===== src/rtl/mem_arb_pkg.sv =====
// rtl/mem_arb_pkg.sv - shared encodings for the unified-memory port arbiter
package mem_arb_pkg;

    // Access sequencer states
    localparam logic [1:0] ST_IDLE  = 2'd0;
    localparam logic [1:0] ST_ISSUE = 2'd1;
    localparam logic [1:0] ST_WAIT  = 2'd2;
    localparam logic [1:0] ST_RESP  = 2'd3;

    // Requester identifiers
    typedef logic [1:0] req_id_t;
    localparam req_id_t REQ_D   = 2'd0;
    localparam req_id_t REQ_IF  = 2'd1;
    localparam req_id_t REQ_DBG = 2'd2;

endpackage


===== src/rtl/mem_arb_pick.sv =====
// rtl/mem_arb_pick.sv - fixed-priority pick with debug starvation promotion
module mem_arb_pick
    import mem_arb_pkg::*;
#(
    parameter int DBG_MAX = 8
) (
    input  logic    clk,
    input  logic    rst,
    input  logic    i_arb,
    input  logic    i_d_req,
    input  logic    i_if_req,
    input  logic    i_dbg_req,
    output req_id_t o_id,
    output logic    o_any
);

    localparam int CW = $clog2(DBG_MAX + 1);

    logic [CW-1:0] r_starv;
    logic          w_promote;

    assign w_promote = (r_starv == CW'(DBG_MAX)) && i_dbg_req;
    assign o_any     = i_d_req | i_if_req | i_dbg_req;

    // Winner: a starved debug port jumps the queue, otherwise D > IF > DBG
    always_comb begin
        o_id = REQ_D;
        if (w_promote)     o_id = REQ_DBG;
        else if (i_d_req)  o_id = REQ_D;
        else if (i_if_req) o_id = REQ_IF;
        else if (i_dbg_req) o_id = REQ_DBG;
    end

    // Count arbitrations the waiting debug port loses; saturate at DBG_MAX
    always_ff @(posedge clk) begin
        if (rst) begin
            r_starv <= '0;
        end else if (!i_dbg_req) begin
            r_starv <= '0;
        end else if (i_arb && (o_id == REQ_DBG)) begin
            r_starv <= '0;
        end else if (i_arb && (r_starv != CW'(DBG_MAX))) begin
            r_starv <= r_starv + CW'(1);
        end
    end

endmodule


===== src/rtl/mem_port_arbiter.sv =====
// rtl/mem_port_arbiter.sv - serialises IF, D and DBG accesses onto one memory port
module mem_port_arbiter
    import mem_arb_pkg::*;
#(
    parameter int ADDR_W  = 32,
    parameter int DATA_W  = 32,
    parameter int MEM_LAT = 1,
    parameter int DBG_MAX = 8
) (
    input  logic              clk,
    input  logic              rst,
    input  logic              if_req,
    input  logic [ADDR_W-1:0] if_addr,
    output logic              if_gnt,
    output logic [DATA_W-1:0] if_rdata,
    output logic              if_valid,
    input  logic              d_req,
    input  logic              d_we,
    input  logic [ADDR_W-1:0] d_addr,
    input  logic [DATA_W-1:0] d_wdata,
    output logic              d_gnt,
    output logic [DATA_W-1:0] d_rdata,
    output logic              d_valid,
    input  logic              dbg_req,
    input  logic              dbg_we,
    input  logic [ADDR_W-1:0] dbg_addr,
    input  logic [DATA_W-1:0] dbg_wdata,
    output logic              dbg_gnt,
    output logic [DATA_W-1:0] dbg_rdata,
    output logic              dbg_valid,
    output logic              mem_en,
    output logic              mem_we,
    output logic [ADDR_W-1:0] mem_addr,
    output logic [DATA_W-1:0] mem_wdata,
    input  logic [DATA_W-1:0] mem_rdata
);

    localparam int LW = $clog2(MEM_LAT + 1);

    logic [1:0]        r_state;
    req_id_t           r_id;
    logic              r_we;
    logic [ADDR_W-1:0] r_addr;
    logic [DATA_W-1:0] r_wdata;
    logic [LW-1:0]     r_lat;
    logic [DATA_W-1:0] r_if_rdata;
    logic [DATA_W-1:0] r_d_rdata;
    logic [DATA_W-1:0] r_dbg_rdata;

    req_id_t           w_id;
    logic              w_any;
    logic              w_idle;
    logic              w_issue;
    logic              w_resp;
    logic              w_sel_we;
    logic [ADDR_W-1:0] w_sel_addr;
    logic [DATA_W-1:0] w_sel_wdata;

    assign w_idle  = (r_state == ST_IDLE);
    assign w_issue = (r_state == ST_ISSUE);
    assign w_resp  = (r_state == ST_RESP);

    mem_arb_pick #(
        .DBG_MAX (DBG_MAX)
    ) u_pick (
        .clk       (clk),
        .rst       (rst),
        .i_arb     (w_idle),
        .i_d_req   (d_req),
        .i_if_req  (if_req),
        .i_dbg_req (dbg_req),
        .o_id      (w_id),
        .o_any     (w_any)
    );

    // Route the winner's request fields to the latch registers; IF only reads
    always_comb begin
        w_sel_we    = 1'b0;
        w_sel_addr  = if_addr;
        w_sel_wdata = '0;
        case (w_id)
            REQ_D: begin
                w_sel_we    = d_we;
                w_sel_addr  = d_addr;
                w_sel_wdata = d_wdata;
            end
            REQ_DBG: begin
                w_sel_we    = dbg_we;
                w_sel_addr  = dbg_addr;
                w_sel_wdata = dbg_wdata;
            end
            default: begin
                w_sel_we    = 1'b0;
                w_sel_addr  = if_addr;
                w_sel_wdata = '0;
            end
        endcase
    end

    // One access at a time: arbitrate, issue, wait out read latency, respond
    always_ff @(posedge clk) begin
        if (rst) begin
            r_state     <= ST_IDLE;
            r_id        <= REQ_D;
            r_we        <= 1'b0;
            r_addr      <= '0;
            r_wdata     <= '0;
            r_lat       <= '0;
            r_if_rdata  <= '0;
            r_d_rdata   <= '0;
            r_dbg_rdata <= '0;
        end else begin
            case (r_state)
                ST_IDLE: begin
                    if (w_any) begin
                        r_id    <= w_id;
                        r_we    <= w_sel_we;
                        r_addr  <= w_sel_addr;
                        r_wdata <= w_sel_wdata;
                        r_state <= ST_ISSUE;
                    end
                end
                ST_ISSUE: begin
                    r_lat   <= LW'(MEM_LAT);
                    r_state <= r_we ? ST_RESP : ST_WAIT;
                end
                ST_WAIT: begin
                    if (r_lat == LW'(1)) begin
                        case (r_id)
                            REQ_D:   r_d_rdata   <= mem_rdata;
                            REQ_IF:  r_if_rdata  <= mem_rdata;
                            default: r_dbg_rdata <= mem_rdata;
                        endcase
                        r_state <= ST_RESP;
                    end else begin
                        r_lat <= r_lat - LW'(1);
                    end
                end
                default: begin
                    r_state <= ST_IDLE;
                end
            endcase
        end
    end

    assign mem_en    = w_issue;
    assign mem_we    = w_issue & r_we;
    assign mem_addr  = r_addr;
    assign mem_wdata = r_wdata;

    assign d_gnt     = w_issue && (r_id == REQ_D);
    assign if_gnt    = w_issue && (r_id == REQ_IF);
    assign dbg_gnt   = w_issue && (r_id == REQ_DBG);
    assign d_valid   = w_resp && (r_id == REQ_D);
    assign if_valid  = w_resp && (r_id == REQ_IF);
    assign dbg_valid = w_resp && (r_id == REQ_DBG);

    assign if_rdata  = r_if_rdata;
    assign d_rdata   = r_d_rdata;
    assign dbg_rdata = r_dbg_rdata;

endmodule


===== config.mk =====
export PLATFORM = sky130hd
export DESIGN_NAME = mem_port_arbiter
export DESIGN_NICKNAME = d
export VERILOG_FILES = /design/src/rtl/mem_arb_pkg.sv /design/src/rtl/mem_arb_pick.sv /design/src/rtl/mem_port_arbiter.sv
export SDC_FILE = /design/constraint.sdc
export NUM_CORES = 1
export LEC_CHECK = 0
export CAP_MARGIN = 25
export CORE_MARGIN = 5
export CORE_UTILIZATION = 30
export CTS_CLUSTER_DIAMETER = 100
export CTS_CLUSTER_SIZE = 16
export DETAILED_ROUTE_END_ITERATION = 6
export PLACE_DENSITY = 0.62
export SYNTH_ARGS = -nofsm -noshare
export SYNTH_HDL_FRONTEND = slang
export SYNTH_SLANG_ARGS = --single-unit

===== constraint.sdc =====
create_clock -name clk -period 5.5 [get_ports clk]
set_input_delay 1.65 -clock clk [delete_from_list [all_inputs] [get_ports clk]]
set_output_delay 1.65 -clock clk [all_outputs]
set_load 0.02 [all_outputs]

==> results of run 1 <==
## power by group through the flow
| stage | Combinational, mW | Clock, mW | Sequential, mW |
|---|---|---|---|
| 2_1_floorplan | 0.443 | 0 | 1.67 |
| 3_3_place_gp | 1.19 | 0 | 1.51 |
| 3_5_place_dp | 1.20 | 0 | 1.51 |
| 4_1_cts | 1.20 | 1.17 | 1.49 |
| 5_1_grt | 1.27 | 1.22 | 1.51 |
| 6_report | 1.18 | 1.14 | 1.49 |
## registers in the layout, indices dropped and copies added (netlist names)
signal          cells
dbg_rdata          32
mem_wdata          32
r_lat               1
r_we                1
r_state             2
mem_addr           32
d_rdata            32
u_pick.r_starv      4
r_id                2
if_rdata           32
## through the flow
stage	utilization [%]	power, mW
3_5_place_dp	47.9	2.71
5_1_grt	50.3	4.00
4_1_cts	50.3	3.86
3_3_place_gp	47.9	2.71
6_report	50.3	3.81
2_1_floorplan	-	2.11
## layout make-up
class | instances | share of cell area (%)
clock buffers | 20 | 3.81
clock inverters | 12 | 0.918
inverters | 38 | 1.25
multi-input cells | 540 | 27.7
flip-flops and latches | 170 | 29.7
well taps | 313 | 3.42
repair buffers | 383 | 33.2
## worst max-delay path, stage by stage
cell and delay, ns:
clkdlybuf4s50_1 0.51, o31ai_1 0.53, or3_2 0.64, buf_4 0.47
o221ai_2 0.14
## placed cells by master (no fill, tap or decap), types with 2 or more instances in the layout
master,count
clkdlybuf4s50_1,365
nand2_1,259
dfxtp_1,170
a21oi_1,97
mux2i_1,68
inv_1,38
o221ai_2,32
o21ai_1,19
clkbuf_16,17
buf_4,17
o21ai_0,15
nor2_1,12
ha_1,6
and2_1,5
inv_6,5
and3_1,3
nand3_1,3
clkbuf_1,3
clkinv_4,3
and3b_1,2
a32oi_1,2
nand3_2,2
nand3b_1,2
xor2_1,2
inv_8,2
## metal layers
layer	track usage, %	up-vias
li1	-	3373
met2	30.7	260
met3	9.34	21
met5	0	-
met4	4.84	2
met1	23.0	3107
## worst paths after layout
kind	start	cells after the start	endpoint	slack (ns)
worst min register to register	mem_wdata[18]$_SDFFE_PP0P_	2	mem_wdata[18]$_SDFFE_PP0P_	0.45
worst max register to register	u_pick.r_starv[0]$_SDFFE_PP0P_	7	mem_addr[7]$_SDFFE_PP0P_	3.01
worst min-delay path	mem_wdata[18]$_SDFFE_PP0P_	2	mem_wdata[18]$_SDFFE_PP0P_	0.45
worst max-delay path	dbg_req	5	mem_addr[13]$_SDFFE_PP0P_	1.82
## cell families (layout without fill, tap and decap cells)
| family | count (synthesis) | count (layout) | synth area share [%] |
|---|---|---|---|
| simple gates | 294 | 294 | 16.8 |
| compound gates | 169 | 169 | 16.9 |
| xor+xnor | 3 | 3 | 0.376 |
| buf+inv | 95 | 453 | 6.49 |
| flops | 170 | 170 | 48.7 |
| fa+ha+maj | 6 | 6 | 1.07 |
| mux | 68 | 68 | 9.73 |
==> impl_metrics.toml, run 1 <==
[logic_synthesis]
seq_area_frac_synth_pct = 48.7
yosys_most_used_dff = "dfxtp_1"
synthCells = 805
synthArstFlopShare_pct = 0
mappedNetlistArea_um2 = 6990
synth_area_leader_cell = "dfxtp_1"
yosysUniqueCellTypes = 30
netlist_top_cells_count = "nand2_1 (259), dfxtp_1 (170), a21oi_1 (98), mux2i_1 (68), inv_1 (38)"
synth_top_area_share_pct = 48.7
syn_area_per_cell_um2 = 8.69
synth_edf_count = 0
syn-num-nets = 1010
yosys_warnings = 0
synth.most_common_cell = "nand2_1"
ys_ff_latch = 170
synth_area_leaders = "dfxtp_1 (49%), nand2_1 (14%), mux2i_1 (9.7%)"

[hold_path]
hp-class = "register to register"

[floorplanning]
core_area_um2 = 22800
die_height_um = 163
rows = 55
die_x_um = 163
die_area_um2 = 26500
boundaryPins = 367
initial_utilization_pct = 30.7

[sta]
rsz0062_at_grt = "no"
final_hold_viol_count = 0
setup_tns_ns = 0
finalSetupViolCount = 0
slew_headroom_pct = 29.8
hold_ws_ns = 0.446
finalCriticalPeriod_ns = 3.68
fmax_mhz = 272
slew_viol_final = 0
fin_ws_ns = 1.82
timing.final.crit_share_pct = 67.0
worst_pin_slew_ns = 1.05
clock_skew_ns = 0.00937

[critical_path]
crit_fanout = 32
path_class = "input port to register"
endpoint_kind = "register"
cp-start-kind = "input port"
cp.arrival_ns = 3.97
required_ns = 5.79

[route]
top_layer_used = "met5"
routed-wl-met3_um = 2950
wl_met2_um = 12100
wl_per_cell_um = 18.0
drc = 0
routed_wirelength_um = 26500
via_per_inst = 4.58
m1WireLength_um = 11100
drt-pass1-iter-count = 6
drt-initial-drc-count = 270
drtAntennaViolNets = 0
vias = 6763

[placed_design]
portBuffers = 366
dp_slack_ns = 1.39
gp_congestion = 0.779
dp_cells = 1444
post_dp_cell_area_um2 = 10900
hpwl_um = 19500

[grt]
grt_start_max_net_pins = 97
grt_pass1_wl_um = 39400
track_usage_pct = 19.1
grt_pass1_vias = 6701
antenna_found_initial = 1
grt-ovfl-total = 0

[cts]
cts.sinks = 170
cts_root_buffer = "clkbuf_16"
htree_num_levels = 4
clock_path_buffers = 2
cts_buffers = 17
postCtsHoldBufs = 0
clkLatencyLatePin_ns = 0.42
cts_setup_buffers = 0
cts_resized = 0
path_clk_slew_ns = 0.07
cts_tree = "yes"

[final_layout]
seq_area_um2 = 3400
post_layout_nonfiller_instances = 1476
multi_input_area_um2 = 3170
antenna_cells = 0
synthToLayoutAreaGrowth_pct = 63.7
layout-drive-gt1-share_pct = 7.31
design_area_um2 = 11400
fillers = 2180
nets = 1355

[power]
switching_share_pct = 33.4
power_frac_comb_pct = 31.0
p_int_mw = 2.54
p_leak_nw = 4.45
seq_power_share_pct = 39.1
switchingPower_mw = 1.27
power.density_nw_per_um2 = 333
ir_worst_vdd_mv = 0.182
pwr-share-clk_pct = 29.9

[outcome]
outcome = "completed"

[job]
drv_cap = 0
Note: power is estimated with default switching activity, not from simulation.
==> run 2: changes to the inputs <==
clock period = 3.8 ns   (was 5.5 ns; I/O delays follow)
==> run 2 against run 1 <==
  * Power is 47% higher
  * Sequential share of layout area is 0.18 points lower
  * Hold slack worse by 0.00071 ns
  * Clock power is 53% higher
  * Critical path depth is 2 lower
  * Utilization is 0.30 points higher
  * Via count stayed put
  * Cell area is 0.60% higher
  * First-iteration DRC count is 17% lower
  * Combinational power is 46% higher
  * Critical path type is now register to output port
  * Clock skew is 0.0041 ns higher
  * Setup slack worse by 1.1 ns
  * Critical endpoint is now if_gnt
==> impl_metrics.toml, run 2 (synthesis gave the netlist of run 1 again) <==
[floorplanning]
die_area_um2 = 26500
die_x_um = 163
boundaryPins = 367
die_height_um = 163
initial_utilization_pct = 30.7
core_area_um2 = 22800
rows = 55

[route]
drtAntennaViolNets = 0
drt-initial-drc-count = 224
drc = 0
vias = 6763
drt-pass1-iter-count = 6
via_per_inst = 4.59
wl_per_cell_um = 17.8
routed_wirelength_um = 26300

[cts]
clock_path_buffers = 2
clkLatencyLatePin_ns = 0.43
path_clk_slew_ns = 0.07
cts_root_buffer = "clkbuf_16"
htree_num_levels = 4
postCtsHoldBufs = 0
cts.sinks = 170
cts_buffers = 17
cts_tree = "yes"
cts_setup_buffers = 0
cts_resized = 0

[sta]
rsz0062_at_grt = "no"
final_hold_viol_count = 0
slew_viol_final = 0
worst_pin_slew_ns = 0.863
fin_ws_ns = 0.710
finalSetupViolCount = 0
finalCriticalPeriod_ns = 3.09
timing.final.crit_share_pct = 81.3
clock_skew_ns = 0.0135
fmax_mhz = 324
slew_headroom_pct = 42.4
hold_ws_ns = 0.446
setup_tns_ns = 0

[final_layout]
multi_input_area_um2 = 3170
antenna_cells = 0
final_util_pct = 50.6
layout-drive-gt1-share_pct = 7.33
fillers = 2110
synthToLayoutAreaGrowth_pct = 64.7
seq_area_um2 = 3400
nets = 1351
final_common_cell = "clkdlybuf4s50_1"
final_cell_mix = "clkdlybuf4s50_1 (365), nand2_1 (259), dfxtp_1 (170)"

[hold_path]
hold_start = "mem_wdata[25]$_SDFFE_PP0P_"
holdPathEnd = "mem_wdata[25]$_SDFFE_PP0P_"
hold_depth = 2
hp-class = "register to register"

[critical_path]
timing.rr.end = "mem_wdata[2]$_SDFFE_PP0P_"
rr_worst_depth = 7
required_ns = 2.66
r2r_slack_ns = 1.45
crit_fanout = 5
cp-start-kind = "register"
r2r_start = "u_pick.r_starv[0]$_SDFFE_PP0P_"
endpoint_kind = "output port"
path_class = "register to output port"
cp.arrival_ns = 1.95

[placed_design]
dp_slack_ns = 0.394
hpwl_um = 19500
portBuffers = 366
gp_congestion = 0.767

[grt]
grt-ovfl-total = 0
grt_pass1_vias = 6762
track_usage_pct = 19.1
grt_start_max_net_pins = 100
grt_pass1_wl_um = 39500
antenna_found_initial = 0

[job]
drv_cap = 0

[outcome]
outcome = "completed"

[power]
ir_worst_vdd_mv = 0.250
power.density_nw_per_um2 = 487
p_leak_nw = 4.47
[run 2: how the worst max path moves through the flow]
| stage | from | endpoint | slack [ns] | cells past startpoint |
|---|---|---|---|---|
| 2_1_floorplan | dbg_req | mem_addr[10]$_SDFFE_PP0P_ | 1.51 | 5 |
| 3_5_place_dp | dbg_req | mem_wdata[2]$_SDFFE_PP0P_ | 0.39 | 6 |
| 5_1_grt | r_state[1]$_SDFFE_PP0P_ | dbg_gnt | 0.57 | 4 |
| 3_3_place_gp | dbg_req | mem_wdata[4]$_SDFFE_PP0P_ | 0.50 | 6 |
| 4_1_cts | r_state[1]$_SDFFE_PP0P_ | dbg_gnt | 0.67 | 4 |
| 6_report | r_id[0]$_SDFFE_PP0P_ | if_gnt | 0.71 | 3 |
[run 2: area by class of cell]
cell class	count	area share, %
Multi-Input combinational cell	540	27.5
Inverter	38	1.24
Tap cell	313	3.40
Timing Repair Buffer	379	33.0
Clock buffer	17	3.69
Clock inverter	15	1.54
Sequential cell	170	29.6
[run 2: power by group]
part	internal [mW]	leakage [nW]	switching (mW)
clock network	0.887	0.293	0.849
registers	2.01	1.38	0.140
logic	0.813	2.80	0.912
total	3.71	4.47	1.90
[run 2: layer usage]
layer | GRT usage [%] | wire (µm) | vias to the layer above
met3 | 9.39 | 3110 | 26
met4 | 5.45 | 429 | 0
li1 | - | - | 3362
met5 | 0 | 0 | -
met2 | 31.6 | 12300 | 268
met1 | 21.9 | 10400 | 3107
[run 2: through the flow]
| step | instance area, µm² | power [mW] | cells |
|---|---|---|---|
| global placement | 10900 | 3.91 | 1439 |
| global route | 11500 | 5.90 | 1472 |
| CTS | 11500 | 5.70 | 1471 |
| finish | 11500 | 5.61 | 1472 |
| floorplan | 6990 | 3.06 | 805 |
| detailed placement | 10900 | 3.94 | 1439 |
[run 2: critical path, cell delays in order, from the launching register on]
cell and delay, ns:
dfxtp_1 0.41, nor2b_1 0.30, and2_1 0.17, clkdlybuf4s50_1 0.65
